File: src/rtl/multiplexer_bus_n_reg.sv
// Registered N-input bus mux with latched select, auto-scan, Valid/Wrap strobes.
// Optional MULTIPLEXER_BUS_HOLD_EN: Enable=0 holds MuxOut instead of clearing.
//
// Ports:
//   Clock, nReset     : clock, async active-low reset
//   Enable            : output enable (low clears or holds MuxOut)
//   MuxIn             : flattened inputs, input k at [k*NrOfBits +: NrOfBits]
//   Sel, Load         : select value and its capture strobe
//   Scan, Step        : auto-scan mode and its advance strobe
//   MuxOut, CurSel    : registered data and current select
//   Valid, Wrap       : new-selection strobe, scan wrap strobe
module multiplexer_bus_n_reg #(
  parameter int NrOfBits    = 8,
  parameter int NrOfSelBits = 2
) (
  input  logic                               Clock,
  input  logic                               nReset,
  input  logic                               Enable,
  input  logic [(2**NrOfSelBits)*NrOfBits-1:0] MuxIn,
  input  logic [NrOfSelBits-1:0]             Sel,
  input  logic                               Load,
  input  logic                               Scan,
  input  logic                               Step,
  output logic [NrOfBits-1:0]                MuxOut,
  output logic [NrOfSelBits-1:0]             CurSel,
  output logic                               Valid,
  output logic                               Wrap
);

  localparam int NrOfInputs = 2**NrOfSelBits;

  logic [NrOfBits-1:0]    in_word [NrOfInputs];
  logic [NrOfSelBits-1:0] sel_q;
  logic [NrOfSelBits-1:0] sel_d;
  logic                   scan_step;
  logic                   sel_event;
  logic                   wrap_d;
  logic [NrOfBits-1:0]    data_d;
  logic [NrOfBits-1:0]    out_q;
  logic                   valid_q;
  logic                   wrap_q;

  for (genvar k = 0; k < NrOfInputs; k++) begin : g_unpack
    assign in_word[k] = MuxIn[k*NrOfBits +: NrOfBits];
  end

  assign scan_step = Scan & Step;
  assign sel_event = Load | scan_step;

  // Load beats Step; the wrap flag only comes from a real scan step.
  always_comb begin
    sel_d  = sel_q;
    wrap_d = 1'b0;
    if (Load) begin
      sel_d = Sel;
    end else if (scan_step) begin
      if (sel_q == {NrOfSelBits{1'b1}}) begin
        sel_d  = '0;
        wrap_d = 1'b1;
      end else begin
        sel_d = sel_q + 1'b1;
      end
    end
  end

  // Output follows the select being written this edge, so
  // CurSel and MuxOut move together.
  assign data_d = in_word[sel_d];

  always_ff @(posedge Clock or negedge nReset) begin
    if (!nReset) begin
      sel_q   <= '0;
      out_q   <= '0;
      valid_q <= 1'b0;
      wrap_q  <= 1'b0;
    end else begin
      sel_q   <= sel_d;
      valid_q <= sel_event & Enable;
      wrap_q  <= wrap_d;
      if (Enable) begin
        out_q <= data_d;
      end else begin
`ifdef MULTIPLEXER_BUS_HOLD_EN
        out_q <= out_q;
`else
        out_q <= '0;
`endif
      end
    end
  end

  assign MuxOut = out_q;
  assign CurSel = sel_q;
  assign Valid  = valid_q;
  assign Wrap   = wrap_q;

endmodule

File: config.mk
export PLATFORM = sky130hd
export DESIGN_NAME = multiplexer_bus_n_reg
export DESIGN_NICKNAME = d
export VERILOG_FILES = /design/src/rtl/multiplexer_bus_n_reg.sv
export SDC_FILE = /design/constraint.sdc
export NUM_CORES = 1
export LEC_CHECK = 0
export ABC_AREA = 0
export BUFFER_PORTS_ARGS = -buffer_cell sky130_fd_sc_hd__buf_2
export CAP_MARGIN = 10
export CORE_ASPECT_RATIO = 1.5
export CORE_UTILIZATION = 34
export DETAILED_ROUTE_END_ITERATION = 12
export PLACE_DENSITY_LB_ADDON = 0.15
export SKIP_CTS_REPAIR_TIMING = 1
export SYNTH_ARGS = -nofsm -noshare
export SYNTH_HDL_FRONTEND = slang
export SYNTH_SLANG_ARGS = --single-unit
File: constraint.sdc
create_clock -name Clock -period 1.5 [get_ports Clock]
set_input_delay 0 -clock Clock [delete_from_list [all_inputs] [get_ports Clock]]
set_output_delay 0 -clock Clock [all_outputs]
set_load 0.02 [all_outputs]
==> metrics.csv <==
metric,value,unit
grt_start_max_net_pins,18,
timing.critical_path.slowest_cell_delay,410,ps
netSwitchingFraction,28.9,%
worst_setup_path_startpoint,CurSel[1],
layoutNonFillerInstCount,133,
grt_pass1_vias,578,
post-route-min-period,1650,ps
num_io_pins,52,
placeableCoreArea,1830,um^2
finalHoldViolations,0,
final_core_utilization,57.1,%
grt_overflow,0,
num_rows,19,
post_route_cells_drive_above_1_share,62.5,%
timing_worst_slew_pin_value,337,ps
max_slew_margin,77.4,%
gp_congestion,0.654,
clock_path_buffers,2,
critical_path_required,1690,ps
fin_total_pwr,0.926,mW
timing.final.setup_violations,8,
nFillCells,166,
totalWireLength,1.42,mm
wl_per_cell,10.7,um
post-route-worst-setup-slack,-155,ps
start_util,36.2,%
hold-worst-slack,0.0480,ps
drt_iter0_markers,0,
synth_area_per_cell,12.1,um^2
clock_sinks,12,
regToRegEndpoint,MuxOut[5],
tritoncts.num_buffers,3,
vdd_ir_drop_max,0.541,mV
r2r-start,CurSel[1],
finalSetupTns,-1170,ps
ratio_of_final_minimum_period_to_clock_period,110,%
nets,154,
tritoncts,yes,
die_width,38.1,um
max_cap_viol_count,0,
grt_setup_unrepaired,yes,
cts_clock_pin_slew_for_the_worst_setup_and_hold_paths,70,ps
grt.total_usage,14.3,%
failed_checks,setup timing,
ys_ff_latch,12,
seq_area_frac_synth,45.3,%
place_hpwl,1.16,mm
post_synth_inst_count,55,
dpl.cell_count,127,
floorplan.die_area,2130,um^2
critPathArrivalTime,1840,ps
worstRegToRegCells,5,
power_per_cell_area,886,nW/um^2
critical_path.max_fanout,8,
i_o_buffers,51,
areaGrowthSynthToFinish,57.7,%
regToRegSetupSlack,-150,ps
timing_max_transition_violations_final,0,
layout_common_cells,"sky130_fd_sc_hd__buf_2, sky130_fd_sc_hd__mux2i_1, sky130_fd_sc_hd__dfrtp_1",
ys_warn_count,0,
antennaDiodeCount,0,
synth_area,663,um^2
syn_nets,96,
intPower,0.659,mW
netSwitchingPower,0.267,mW
crit_path_max_delay_cell_type,sky130_fd_sc_hd__dfrtp_2,
vertical_die_dimension,56.1,um
critical_path.endpoint,MuxOut[5],
hold_class,input port to flip-flop,
most_common_cell_after_layout_fill_and_taps_aside,sky130_fd_sc_hd__buf_2,
power_leakage,0.575,nW
p_seq_share,39.6,%
fmax,0.604,GHz
route.detailed.drc,0,
synth_largest_type_area_fraction,45.3,%
clk-insertion-delay-late,260,ps
synthTopCellsByArea,"sky130_fd_sc_hd__dfrtp_1, sky130_fd_sc_hd__mux2i_1, sky130_fd_sc_hd__o22ai_1",
worstPathCellList,ha_1 > and3_1 > o31a_1 > or2_4 > o22ai_1,
fin_skew,0.620,ps
grt_antenna_before_repair,0,
vias_per_cell,4.81,
crit_type,flip-flop to flip-flop,
comb_power_share,33.5,%
synth.largest_area_cell,sky130_fd_sc_hd__dfrtp_1,
drt_first_pass_iters,1,
power_frac_clock,26.9,%
cts.htree.levels,1,
grt_pass1_wl,2.22,mm
postRouteAntennaNets,0,
cts_root_buf,sky130_fd_sc_hd__clkbuf_4,
vias,640,
launching_element_type_of_the_critical_path,flip-flop,
status,finished with violations,
critical_path_end_type,flip-flop,
ys_types,19,
==> power by group through the flow <==
stage	clock network (mW)	logic (mW)	registers, mW
floorplan	0	0.129	0.419
global placement	0	0.283	0.372
detailed placement	0	0.287	0.373
CTS	0.258	0.287	0.367
global route	0.271	0.338	0.370
finish	0.249	0.311	0.367
==> how the worst min path moves through the flow <==
stage | from | end | cells after the start
after floorplan | nReset | CurSel[0] | 0
after global placement | nReset | Valid | 1
after detailed placement | nReset | Valid | 1
after CTS | nReset | Valid | 1
after global routing | Enable | Valid | 3
final | Enable | Valid | 3
==> cell type report <==
class	count	area, um^2	share of cell area (%)
sequential	12	303	28.9
tap	21	26.3	2.51
multi-input combinational	38	365	34.9
inverter	2	7.51	0.718
timing repair buffer	56	308	29.4
clock buffer	4	36.3	3.47
==> metal layers <==
layer	wire, um	part of all wire (%)	track usage, %
met2	749	53	23.2
met4	7	0.49	6.12
met3	112	7.9	3.60
met1	551	39	17.1
met5	0	0	0
==> cells in the mapped netlist <==
cell,instances
sky130_fd_sc_hd__and4b_1,1
sky130_fd_sc_hd__buf_12,1
sky130_fd_sc_hd__o31ai_2,1
sky130_fd_sc_hd__o22ai_1,8
sky130_fd_sc_hd__dfrtp_1,12
sky130_fd_sc_hd__buf_6,1
sky130_fd_sc_hd__nand2b_1,2
sky130_fd_sc_hd__and4bb_1,1
sky130_fd_sc_hd__a21boi_0,2
sky130_fd_sc_hd__buf_2,1
sky130_fd_sc_hd__and3_1,1
sky130_fd_sc_hd__nor2_1,1
sky130_fd_sc_hd__inv_1,2
sky130_fd_sc_hd__or2_1,1
sky130_fd_sc_hd__o31a_1,1
sky130_fd_sc_hd__nand2_1,1
sky130_fd_sc_hd__mux2i_1,16
sky130_fd_sc_hd__ha_1,1
sky130_fd_sc_hd__a21oi_1,1
==> logic make-up after synthesis <==
| group | share of synthesized area [%] |
|---|---|
| multiplexers | 24.2 |
| AO/OA/AOI/OAI | 13.8 |
| flip-flops | 45.3 |
| AND/OR/NAND/NOR | 8.30 |
| buffers and inverters | 6.60 |
| adder cells (fa/ha/maj) | 1.89 |
==> metrics by stage <==
step | setup WS [ps] | area (um^2)
final | -155 | 1050
after CTS | -269 | 991
after global placement | -177 | 955
after global routing | -251 | 1050
after floorplan | -206 | 672
after detailed placement | -260 | 955
==> state kept, by name (all words and copies together) (netlist names) <==
signal and count:
CurSel 2, MuxOut 8, Valid 1, Wrap 1
==> critical path: cells and delay by family, from the launching register on <==
kind	cells	cell delay (ps)
compound gates	2	420
fa+ha+maj	1	300
simple gates	2	440
flops	1	410
(Power assumes the default switching activity.)
